**config.mk**
```make
export PLATFORM = sky130hd
export DESIGN_NAME = mmio_stream_port_flat
export DESIGN_NICKNAME = d
export VERILOG_FILES = /design/src/rtl/mmio_pkg.sv /design/src/rtl/mmio_stream_port_if.sv /design/src/rtl/sync_fifo.sv /design/src/rtl/mmio_stream_port.sv /design/src/flat_wrapper.sv
export SDC_FILE = /design/constraint.sdc
export NUM_CORES = 1
export LEC_CHECK = 0
export ABC_CLOCK_PERIOD_IN_PS = 3600
export BUFFER_PORTS_ARGS = -buffer_cell sky130_fd_sc_hd__buf_4
export CAP_MARGIN = 10
export CELL_PAD_IN_SITES_DETAIL_PLACEMENT = 0
export CELL_PAD_IN_SITES_GLOBAL_PLACEMENT = 1
export CORE_ASPECT_RATIO = 2
export CORE_MARGIN = 5
export CORE_UTILIZATION = 56
export CTS_BUF_LIST = sky130_fd_sc_hd__clkbuf_4
export CTS_CLUSTER_DIAMETER = 30
export DETAILED_ROUTE_END_ITERATION = 6
export MAX_ROUTING_LAYER = met4
export PLACE_DENSITY = 0.78
export SYNTH_ARGS = -nofsm -noshare
export SYNTH_HDL_FRONTEND = slang
export SYNTH_SLANG_ARGS = --single-unit
export TNS_END_PERCENT = 30
```
**constraint.sdc**
```tcl
create_clock -name clk -period 3.6 [get_ports clk]
set_clock_uncertainty 0.2 [all_clocks]
set_input_delay 0.18 -clock clk [delete_from_list [all_inputs] [get_ports clk]]
set_output_delay 0.18 -clock clk [all_outputs]
set_load 0.01 [all_outputs]
```
**src/rtl/mmio_pkg.sv**
```systemverilog
// Shared types and constants for the memory-mapped stream port.
// Holds the word width, the register offsets, the STATUS bit layout and the default window base.
package mmio_pkg;

  localparam int WORD_W = 17;
  localparam int CNT_W  = 5;

  typedef logic [WORD_W-1:0] word_t;

  localparam word_t DEFAULT_BASE = 17'h1FFFC;

  typedef enum logic [1:0] {
    REG_TX_DATA = 2'd0,
    REG_RX_DATA = 2'd1,
    REG_RX_POP  = 2'd2,
    REG_STATUS  = 2'd3
  } reg_off_e;

  localparam int ST_TX_FULL    = 0;
  localparam int ST_TX_EMPTY   = 1;
  localparam int ST_RX_FULL    = 2;
  localparam int ST_RX_EMPTY   = 3;
  localparam int ST_TX_OVF     = 4;
  localparam int ST_RX_UDF     = 5;
  localparam int ST_TX_CNT_LSB = 6;
  localparam int ST_RX_CNT_LSB = 11;

  function automatic word_t pack_status(
    input logic             tx_full,
    input logic             tx_empty,
    input logic             rx_full,
    input logic             rx_empty,
    input logic             tx_ovf,
    input logic             rx_udf,
    input logic [CNT_W-1:0] tx_cnt,
    input logic [CNT_W-1:0] rx_cnt
  );
    word_t s;
    s                                  = '0;
    s[ST_TX_FULL]                      = tx_full;
    s[ST_TX_EMPTY]                     = tx_empty;
    s[ST_RX_FULL]                      = rx_full;
    s[ST_RX_EMPTY]                     = rx_empty;
    s[ST_TX_OVF]                       = tx_ovf;
    s[ST_RX_UDF]                       = rx_udf;
    s[ST_TX_CNT_LSB +: CNT_W]          = tx_cnt;
    s[ST_RX_CNT_LSB +: CNT_W]          = rx_cnt;
    return s;
  endfunction

endpackage

```
**src/rtl/mmio_stream_port_if.sv**
```systemverilog
// Processor data-memory bus plus the TX/RX valid/ready streams of the stream port.
// The port itself uses the slave view; whatever drives the bus and streams uses master.
interface mmio_stream_port_if;
  import mmio_pkg::*;

  logic  MemWrite;
  word_t DataAdr;
  word_t WriteData;
  word_t ReadData;
  logic  hit;

  word_t tx_data;
  logic  tx_valid;
  logic  tx_ready;

  word_t rx_data;
  logic  rx_valid;
  logic  rx_ready;

  modport slave (
    input  MemWrite, DataAdr, WriteData, tx_ready, rx_data, rx_valid,
    output ReadData, hit, tx_data, tx_valid, rx_ready
  );

  modport master (
    output MemWrite, DataAdr, WriteData, tx_ready, rx_data, rx_valid,
    input  ReadData, hit, tx_data, tx_valid, rx_ready
  );

endinterface

```
**src/rtl/sync_fifo.sv**
```systemverilog
// Single-clock fall-through FIFO; push/pop are qualified internally by full/empty
// as seen before the edge, and the head reads as zero while empty.
module sync_fifo #(
  parameter  int WIDTH = 17,
  parameter  int DEPTH = 16,
  localparam int AW    = $clog2(DEPTH),
  localparam int CW    = AW + 1
) (
  input  logic             clk,
  input  logic             reset,
  input  logic             push,
  input  logic [WIDTH-1:0] din,
  input  logic             pop,
  output logic [WIDTH-1:0] dout,
  output logic             full,
  output logic             empty,
  output logic [CW-1:0]    count
);

  logic [WIDTH-1:0] mem [DEPTH];
  logic [AW-1:0]    wr_ptr;
  logic [AW-1:0]    rd_ptr;
  logic             do_push;
  logic             do_pop;

  assign full    = (count == CW'(DEPTH));
  assign empty   = (count == '0);
  assign do_push = push && !full;
  assign do_pop  = pop && !empty;
  assign dout    = empty ? '0 : mem[rd_ptr];

  // NOTE: sequential state uses non-blocking assignments so every register samples pre-edge values.
  always_ff @(posedge clk or posedge reset) begin
    if (reset) begin
      wr_ptr <= '0;
      rd_ptr <= '0;
      count  <= '0;
    end else begin
      if (do_push) wr_ptr <= wr_ptr + 1'b1;
      if (do_pop)  rd_ptr <= rd_ptr + 1'b1;
      case ({do_push, do_pop})
        2'b10:   count <= count + 1'b1;
        2'b01:   count <= count - 1'b1;
        default: count <= count;
      endcase
    end
  end

  // NOTE: storage is deliberately not reset; dout is forced to zero while empty so stale words never escape.
  always_ff @(posedge clk) begin
    if (do_push) mem[wr_ptr] <= din;
  end

endmodule

```
**src/rtl/mmio_stream_port.sv**
```systemverilog
// Memory-mapped responder exposing a TX FIFO (processor stores, sink drains) and an
// RX FIFO (source fills, processor loads and pops) through a 4-word window.
module mmio_stream_port
  import mmio_pkg::*;
#(
  parameter word_t BASE  = DEFAULT_BASE,
  parameter int    DEPTH = 16
) (
  input  logic               clk,
  input  logic               reset,
  mmio_stream_port_if.slave  bus
);

  localparam int CW = $clog2(DEPTH) + 1;

  reg_off_e      off;
  logic          wr;
  logic          tx_push;
  logic          rx_pop;
  logic          st_wr;

  logic          tx_full, tx_empty;
  logic          rx_full, rx_empty;
  logic [CW-1:0] tx_count, rx_count;
  word_t         rx_head;
  logic          tx_ovf, rx_udf;

  assign off     = reg_off_e'(bus.DataAdr[1:0]);
  assign bus.hit = (bus.DataAdr[WORD_W-1:2] == BASE[WORD_W-1:2]);
  assign wr      = bus.MemWrite && bus.hit;
  assign tx_push = wr && (off == REG_TX_DATA);
  assign rx_pop  = wr && (off == REG_RX_POP);
  assign st_wr   = wr && (off == REG_STATUS);

  sync_fifo #(.WIDTH(WORD_W), .DEPTH(DEPTH)) u_tx_fifo (
    .clk   (clk),
    .reset (reset),
    .push  (tx_push),
    .din   (bus.WriteData),
    .pop   (bus.tx_ready),
    .dout  (bus.tx_data),
    .full  (tx_full),
    .empty (tx_empty),
    .count (tx_count)
  );

  sync_fifo #(.WIDTH(WORD_W), .DEPTH(DEPTH)) u_rx_fifo (
    .clk   (clk),
    .reset (reset),
    .push  (bus.rx_valid),
    .din   (bus.rx_data),
    .pop   (rx_pop),
    .dout  (rx_head),
    .full  (rx_full),
    .empty (rx_empty),
    .count (rx_count)
  );

  assign bus.tx_valid = !tx_empty;
  assign bus.rx_ready = !rx_full;

  // Sticky error flags: a set in the same cycle as a write-1-to-clear wins.
  always_ff @(posedge clk or posedge reset) begin
    if (reset) begin
      tx_ovf <= 1'b0;
      rx_udf <= 1'b0;
    end else begin
      if (tx_push && tx_full)                      tx_ovf <= 1'b1;
      else if (st_wr && bus.WriteData[ST_TX_OVF])  tx_ovf <= 1'b0;
      if (rx_pop && rx_empty)                      rx_udf <= 1'b1;
      else if (st_wr && bus.WriteData[ST_RX_UDF])  rx_udf <= 1'b0;
    end
  end

  // NOTE: the output is defaulted before the case so no path leaves it unassigned (no latch).
  always_comb begin
    bus.ReadData = '0;
    if (bus.hit) begin
      case (off)
        REG_RX_DATA: bus.ReadData = rx_head;
        REG_STATUS:  bus.ReadData = pack_status(tx_full, tx_empty, rx_full, rx_empty,
                                                tx_ovf, rx_udf,
                                                CNT_W'(tx_count), CNT_W'(rx_count));
        default:     bus.ReadData = '0;
      endcase
    end
  end

endmodule

```
**src/flat_wrapper.sv**
```systemverilog
// flat-port wrapper written by rule: the top's interface ports become plain ports
module mmio_stream_port_flat import mmio_pkg::*;
#(
  parameter word_t BASE  = DEFAULT_BASE,
  parameter int    DEPTH = 16
)
  (clk, reset, bus_MemWrite, bus_DataAdr, bus_WriteData, bus_tx_ready, bus_rx_data, bus_rx_valid, bus_ReadData, bus_hit, bus_tx_data, bus_tx_valid, bus_rx_ready);
  mmio_stream_port_if bus_i ();
  input  logic clk;
  input  logic reset;
  input wire logic [$bits(bus_i.MemWrite)-1:0] bus_MemWrite;
  input wire logic [$bits(bus_i.DataAdr)-1:0] bus_DataAdr;
  input wire logic [$bits(bus_i.WriteData)-1:0] bus_WriteData;
  input wire logic [$bits(bus_i.tx_ready)-1:0] bus_tx_ready;
  input wire logic [$bits(bus_i.rx_data)-1:0] bus_rx_data;
  input wire logic [$bits(bus_i.rx_valid)-1:0] bus_rx_valid;
  output wire logic [$bits(bus_i.ReadData)-1:0] bus_ReadData;
  output wire logic [$bits(bus_i.hit)-1:0] bus_hit;
  output wire logic [$bits(bus_i.tx_data)-1:0] bus_tx_data;
  output wire logic [$bits(bus_i.tx_valid)-1:0] bus_tx_valid;
  output wire logic [$bits(bus_i.rx_ready)-1:0] bus_rx_ready;
  assign bus_i.MemWrite = bus_MemWrite;
  assign bus_i.DataAdr = bus_DataAdr;
  assign bus_i.WriteData = bus_WriteData;
  assign bus_i.tx_ready = bus_tx_ready;
  assign bus_i.rx_data = bus_rx_data;
  assign bus_i.rx_valid = bus_rx_valid;
  assign bus_ReadData = bus_i.ReadData;
  assign bus_hit = bus_i.hit;
  assign bus_tx_data = bus_i.tx_data;
  assign bus_tx_valid = bus_i.tx_valid;
  assign bus_rx_ready = bus_i.rx_ready;
  mmio_stream_port #(.BASE(BASE), .DEPTH(DEPTH)) u_core (.clk(clk), .reset(reset), .bus(bus_i));
endmodule
```
-- Yosys cells after proc, flatten, opt, wreduce, memory -nomap -nowiden
Memories as Yosys holds them, arrays and structs flattened.
Cells that the tools add are included.
- add/sub/neg operators: 8
- multiply operators: 0
- divide/modulo/power cells: 0
- $lt $le $gt $ge: 0
- eq/ne operators: 10
- shifts and indexed selects: 0
- mux-type cells: 14
- bitwise logic cells: 0
- reduce and logical (&&, ||, !) cells: 23
- operators by type and width (cell ; count):
    $mux 17 ; 3
    $pmux 17 s2 ; 1
    $pmux 5 s2 ; 2
    $add 4x1->4 const B ; 4
    $eq 15x15->1 const B ; 1
    $logic_and 1x1->1 ; 12
    $add 5x1->5 const B ; 2
    $eq 5x5->1 const B ; 2
    $logic_not 5->1 ; 2
    $sub 5x1->5 const B ; 2
    $eq 2x2->1 const B ; 4
    $mux 1 ; 8
    $reduce_bool 2->1 ; 4
    $eq 2x1->1 const B ; 3
    $logic_not 1->1 ; 4
    $logic_not 2->1 ; 1
- flip-flop bits (word level): 28
- latch bits: 0
- bits in writable memories: 544
- bits in read-only memories: 0
- bits of input ports: 56
- output and inout port bits: 37
- logic and storage cells: 65
- memories kept: 2
- memory list (name ; depth ; bits a word ; read ports ; clocked after memory_dff ; write ports ; line ; source):
    u_core.u_rx_fifo.mem ; 16 ; 17 ; 1 ; 0 ; 1 ; sync_fifo.sv:20 ; logic [WIDTH-1:0] mem [DEPTH];
    u_core.u_tx_fifo.mem ; 16 ; 17 ; 1 ; 0 ; 1 ; sync_fifo.sv:20 ;

-- Longest topological paths before layout
- depth after elaboration: 6
- mapped depth: 15
- mapped depth without buffers: 12

-- Cells and area by module
Synthesis repeated with hierarchy kept, for this count alone.
- cells, all modules: 1088
- area total of the unflattened synthesis: 22942.0 µm²
- by module, submodules not included (module ; times used ; cells each ; area an instance (µm²) ; seq. area each (µm²)):
    sync_fifo ; 2 ; 515 ; 11239.5 ; 8493.1
    mmio_stream_port ; 1 ; 58 ; 462.9 ; 50.0

-- Least setup slack after synthesis
Ideal clock, no wire load.
- kind: reg2reg
- start: register u_core.u_rx_fifo.count[2]
- end: memory u_core.u_rx_fifo.mem[3][0], enable pin
- library setup time: 412 ps
- arrival: 2567 ps
- required time: 2988 ps
- path slack: 420 ps
- cell stages (with the launch flop): 8
- buffers on the path: 2
- period minus slack after synthesis: 3180 ps
- path through: dfrtp_1 > clkbuf_1 > nor4_1 > nand2_1 > and2_1 > clkbuf_1 > nand2_1 > nor3_1
- word-level cells in the longest chain between the ends: 5
- RTL lines (what ; line ; source):
    start, declared ; sync_fifo.sv:17 ; output logic [CW-1:0] count
    start signal, assigned ; sync_fifo.sv:42 ; 2'b10: count <= count + 1'b1;
    start signal, assigned ; sync_fifo.sv:43 ; 2'b01: count <= count - 1'b1;
    start signal, assigned ; sync_fifo.sv:44 ; default: count <= count;
    $eq 5x5->1 ; sync_fifo.sv:26 ; assign full = (count == CW'(DEPTH));
    $logic_not 1->1 ; n/a ;
    via bus_rx_ready ; flat_wrapper.sv:21 ; output wire logic [$bits(bus_i.rx_ready)-1:0] bus_rx_ready;
    $logic_and 1x1->1 ; sync_fifo.sv:28 ; assign do_push = push && !full;
    $mux 1 ; sync_fifo.sv:51 ; if (do_push) mem[wr_ptr] <= din;
    $mux 1 (not written as such) ; sync_fifo.sv:51 ;
    end, declared ; sync_fifo.sv:20 ;
The timed path passes the listed nets, and every way through them passes these cells.

-- Worst setup path in the final report
- start: register u_core.u_rx_fifo.rd_ptr[2]
- end: output port bus_ReadData[1]
- word-level cells in the longest chain between the ends: 4
- RTL lines (what ; line ; source):
    start, declared ; sync_fifo.sv:22 ; logic [AW-1:0] rd_ptr;
    start signal, assigned ; sync_fifo.sv:40 ; if (do_pop) rd_ptr <= rd_ptr + 1'b1;
    $mem_v2 16x17 ; n/a ;
    $mux 17 ; sync_fifo.sv:30 ; assign dout = empty ? '0 : mem[rd_ptr];
    $pmux 17 s2 ; mmio_stream_port.sv:79 ; case (off)
    $mux 17 ; mmio_stream_port.sv:78 ; if (bus.hit) begin
    end, declared ; flat_wrapper.sv:17 ; output wire logic [$bits(bus_i.ReadData)-1:0] bus_ReadData;
No other way between the ends.

==> results_tabular.tex <==
\begin{tabular}{lr}
\hline
Metric & Value \\
\hline
\multicolumn{2}{l}{\textbf{Clocking}} \\
Root buffer cell & sky130\_fd\_sc\_hd\_\_clkbuf\_4 \\
Number of buffers added by the clock tree synthesis step & between 100 and 150 \\
Latest clock arrival within the worst-skew pair & 800 ps \\
Maximum buffer depth of the clock tree & 3 \\
Clock transition time at the flip-flop clock pins of the worst setup and hold paths & 70 ps \\
Clock tree from TritonCTS & yes \\
CTS H-tree depth & 3 \\
Clock sink count & 572 \\
\multicolumn{2}{l}{\textbf{Layout}} \\
Final-layout fill cell count & 2741 \\
Final core utilization & 66.4\% \\
Fraction of layout instances using a drive strength above 1 & 35.1\% \\
Count of placed standard cells in the final layout, fillers left out & 1968 \\
Multi-input gate area in the final layout & 0.00527 sq mm \\
Synthesis-to-finish area growth & 17.9\% \\
Number of nets in the layout & 1422 \\
FF/Latch Area & 0.0171 sq mm \\
\multicolumn{2}{l}{\textbf{Timing}} \\
Final hold violation count & 0 \\
Setup slack after layout & around 190 ps \\
Minimum clock period & 3410 ps \\
Tightest slew margin relative to the limit & between 40\% and 50\% \\
Fin crit share & 94.8\% \\
Highest clock rate & 0.293 GHz \\
Slew at the pin closest to its max-slew limit & between 700 and 800 ps \\
Final Setup Violations & 0 \\
Fin. max-slew vios & 0 \\
Setup TNS & 0 ps \\
\multicolumn{2}{l}{\textbf{Setup path}} \\
CP max FO & 9 \\
Path type of the worst setup path & reg -> out \\
Critical Path AT & 3030 ps \\
Kind of start point of the critical path & register \\
Endpoint required time on the critical path & 3220 ps \\
Capturing element type of the critical path & primary output \\
\multicolumn{2}{l}{\textbf{Die}} \\
Die width & 152 um \\
Area of the die & roughly 0.045 sq mm \\
Starting Density & roughly 56\% \\
Area inside the core boundary & 0.0401 sq mm \\
I/O pin total & 93 \\
Placement row count & between 100 and 150 \\
Die Height & 294 um \\
\multicolumn{2}{l}{\textbf{Run status}} \\
Status & finished, final reports clean \\
\multicolumn{2}{l}{\textbf{Detailed routing}} \\
WL final & slightly below 50000 um \\
Drt pass-1 iters & 7 \\
Initial detailed-routing violation count & 825 \\
DR DRC count & 0 \\
Detail-routed net length per standard cell & 24.7 um \\
Post-detailed-route count of antenna-violating nets & 0 \\
Vias post-DR & around 11000 \\
Average via count per standard cell & 5.77 \\
\multicolumn{2}{l}{\textbf{Hold path}} \\
Hold crit path type & in -> reg \\
\multicolumn{2}{l}{\textbf{Power}} \\
Power density over the cells & 602 mW/mm\^{}2 \\
Maximum VDD drop & $\sim$380 uV \\
Power, Total & roughly 16000 uW \\
Cell leakage power & 0.00895 uW \\
\multicolumn{2}{l}{\textbf{Global route}} \\
Initial antenna violation count & 2 \\
Fraction of met1 tracks used by global routing & 24.5\% \\
Met3 Usage GRT & 3.94\% \\
Global routing usage on met2 & 42.2\% \\
Largest net degree at the start of global routing & 48 \\
Most Crowded Layer GR & met2 \\
First-pass GRT wire length & between 70000 and 80000 um \\
Leftover overflow at the end of global routing & 0 \\
Vias in the first global route & 12400 \\
All-Layer GR Usage & 22.9\% \\
\multicolumn{2}{l}{\textbf{Placement}} \\
Post-Place Setup Slack & 476 ps \\
Final HPWL DP & 29900 um \\
Port-buffer cells & slightly above 90 \\
Cell total after placement & roughly 1700 \\
Final weighted congestion in routability-driven placement & 0.777 \\
\multicolumn{2}{l}{\textbf{Synth}} \\
Share of Yosys cell area claimed by the top area cell type & 72.3\% \\
Count of flip-flops with a built-in enable after synthesis & 544 \\
Number of synthesis warnings & 0 \\
Commonest register cell after synthesis & sky130\_fd\_sc\_hd\_\_edfxtp\_1 \\
Sequential area share after synthesis & between 70\% and 80\% \\
Number of synthesized register bits & 572 \\
Gate count after technology mapping & between 1000 and 1500 \\
Number of distinct library cells after synthesis & 44 \\
Biggest area contributors in the synthesized netlist & sky130\_fd\_sc\_hd\_\_edfxtp\_1 (72\%), sky130\_fd\_sc\_hd\_\_mux4\_2 (15\%), sky130\_fd\_sc\_hd\_\_dfrtp\_1 (3.1\%) \\
Average footprint of a synthesized cell & 21.3 sq um \\
Async set or reset register ratio after synthesis & 4.90\% \\
Leading area contributor after synthesis & sky130\_fd\_sc\_hd\_\_edfxtp\_1 \\
Number of nets produced by synthesis & 1131 \\
Area of the mapped netlist & 0.0226 sq mm \\
\multicolumn{2}{l}{\textbf{Run}} \\
Max-capacitance violation count & 0 \\
\hline
\end{tabular}
layout make-up:
type,instances,area share (%)
inverters,23,0.324
clock buffers,153,4.31
repair buffers,231,7.78
diodes,3,0.0282
flip-flops and latches,572,64.0
multi-input cells,406,19.8
clock inverters,50,1.26
well taps,530,2.49
report_power, final:
part | internal [uW] | switching (uW) | total (uW) | leakage, uW
registers | 7700 | 414 | 8110 | 0.00523
logic | 1670 | 1600 | 3270 | 0.00285
clock network | 2350 | 2290 | 4630 | 0.000871
synth_stat cells (2+ instances only):
cell type                  instances
sky130_fd_sc_hd__edfxtp_1        544
sky130_fd_sc_hd__mux4_2          150
sky130_fd_sc_hd__mux2i_1          36
sky130_fd_sc_hd__nand2_1          31
sky130_fd_sc_hd__dfrtp_1          28
sky130_fd_sc_hd__clkbuf_1         26
sky130_fd_sc_hd__o21ai_0          22
sky130_fd_sc_hd__inv_1            21
sky130_fd_sc_hd__o22ai_1          21
sky130_fd_sc_hd__buf_2            19
sky130_fd_sc_hd__nor2_1           19
sky130_fd_sc_hd__ha_1             16
sky130_fd_sc_hd__and2_1           14
sky130_fd_sc_hd__xnor2_1          14
sky130_fd_sc_hd__buf_1            10
sky130_fd_sc_hd__xor2_1           10
sky130_fd_sc_hd__and3_1            9
sky130_fd_sc_hd__nand4_1           8
sky130_fd_sc_hd__nand2b_1          7
sky130_fd_sc_hd__a21oi_1           6
sky130_fd_sc_hd__mux2_2            6
sky130_fd_sc_hd__nor3_1            6
sky130_fd_sc_hd__nor2b_1           5
sky130_fd_sc_hd__nand3_1           4
sky130_fd_sc_hd__a22oi_1           3
sky130_fd_sc_hd__a21o_1            2
sky130_fd_sc_hd__a31oi_1           2
sky130_fd_sc_hd__nand3b_1          2
sky130_fd_sc_hd__nor4_1            2
sky130_fd_sc_hd__o31ai_1           2
stage by stage:
stage / hold slack (ps) / cell area [sq um]
2_1_floorplan: 45.4 / 22600
3_3_place_gp: 30.7 / 24200
3_5_place_dp: 12.2 / 24200
4_1_cts: 158 / 26600
5_1_grt: 224 / 26600
6_report: 256 / 26600
state kept, by name (all words and copies together) (netlist names):
signal	count
u_core.rx_udf	1
u_core.tx_ovf	1
u_core.u_rx_fifo.count	5
u_core.u_rx_fifo.mem	272
u_core.u_rx_fifo.rd_ptr	4
u_core.u_rx_fifo.wr_ptr	4
u_core.u_tx_fifo.count	5
u_core.u_tx_fifo.mem	272
u_core.u_tx_fifo.rd_ptr	4
u_core.u_tx_fifo.wr_ptr	4
worst paths after layout:
| path | start | end | slack [ps] | depth (start not counted) |
|---|---|---|---|---|
| min in group asynchronous | reset | u_core.u_rx_fifo.count[4] | 280 | 4 |
| max reg2reg | u_core.u_rx_fifo.count[1] | u_core.u_rx_fifo.count[4] | 350 | 10 |
| min reg2reg | u_core.u_tx_fifo.rd_ptr[2] | u_core.u_tx_fifo.rd_ptr[2] | 330 | 1 |
| min | bus_tx_ready | u_core.u_tx_fifo.rd_ptr[0] | 260 | 4 |
| max | u_core.u_rx_fifo.rd_ptr[2] | bus_ReadData[1] | 190 | 6 |
| max in group asynchronous | reset | u_core.u_tx_fifo.rd_ptr[0] | 2260 | 5 |
cell usage in the layout (no fill, tap or decap), types with 3 or more instances in the layout:
master,instances
sky130_fd_sc_hd__o21ai_0,22
sky130_fd_sc_hd__and2_1,14
sky130_fd_sc_hd__and3_1,8
sky130_fd_sc_hd__clkinv_2,7
sky130_fd_sc_hd__dfrtp_4,3
sky130_fd_sc_hd__diode_2,3
sky130_fd_sc_hd__dfrtp_1,22
sky130_fd_sc_hd__bufinv_16,5
sky130_fd_sc_hd__clkbuf_4,153
sky130_fd_sc_hd__nand3_1,3
sky130_fd_sc_hd__a21oi_1,6
sky130_fd_sc_hd__mux4_2,150
sky130_fd_sc_hd__nand4_1,8
sky130_fd_sc_hd__nand2b_1,7
sky130_fd_sc_hd__xnor2_1,14
sky130_fd_sc_hd__nor2b_1,5
sky130_fd_sc_hd__mux2i_1,36
sky130_fd_sc_hd__nor2_1,7
sky130_fd_sc_hd__buf_12,8
sky130_fd_sc_hd__nor2_2,12
sky130_fd_sc_hd__o22ai_1,20
sky130_fd_sc_hd__xor2_1,10
sky130_fd_sc_hd__buf_4,136
sky130_fd_sc_hd__ha_1,15
sky130_fd_sc_hd__mux2_2,6
sky130_fd_sc_hd__clkinv_1,34
sky130_fd_sc_hd__edfxtp_1,544
sky130_fd_sc_hd__a22oi_1,3
sky130_fd_sc_hd__dfrtp_2,3
sky130_fd_sc_hd__nand2_1,31
sky130_fd_sc_hd__dlygate4sd3_1,85
sky130_fd_sc_hd__nor3_2,5
sky130_fd_sc_hd__inv_1,21
sky130_fd_sc_hd__inv_2,4
layer usage:
layer  wire, um  up-vias
met3       2310       85
met5          0        -
met4       1470        0
li1           -     5019
met1      16600     5894
met2      28300      362
worst max-delay path, cell delays in order, from the launching register on:
cell and delay [ps]:
sky130_fd_sc_hd__dfrtp_4 540, sky130_fd_sc_hd__buf_4 230, sky130_fd_sc_hd__mux4_2 520, sky130_fd_sc_hd__mux4_2 520, sky130_fd_sc_hd__inv_1 90, sky130_fd_sc_hd__o22ai_1 140
sky130_fd_sc_hd__buf_4 200
kinds of logic (layout without fill, tap and decap cells):
kind of cell	Yosys count	in the layout	share of synthesized area, %
buffers and inverters	81	457	1.61
AOI/OAI and AO/OA	60	60	1.57
and+or+nand+nor	114	114	2.77
DFF	572	572	75.4
muxes	192	192	16.8
adders and majority gates	16	16	0.886
other	0	3	0
xor gates and xnor gates	24	24	0.930
what timing repair did:
action | 4_1_cts | 5_1_grt
setup endpoints to repair | 17 | 14
endpoints found under the hold margin | 596 | 0
resized for setup | 3 | 5
hold buffers | 85 | 0
buffers inserted | 1 | 1
pin swaps | 0 | 0
No activity file was read; power rests on OpenSTA's default activity.
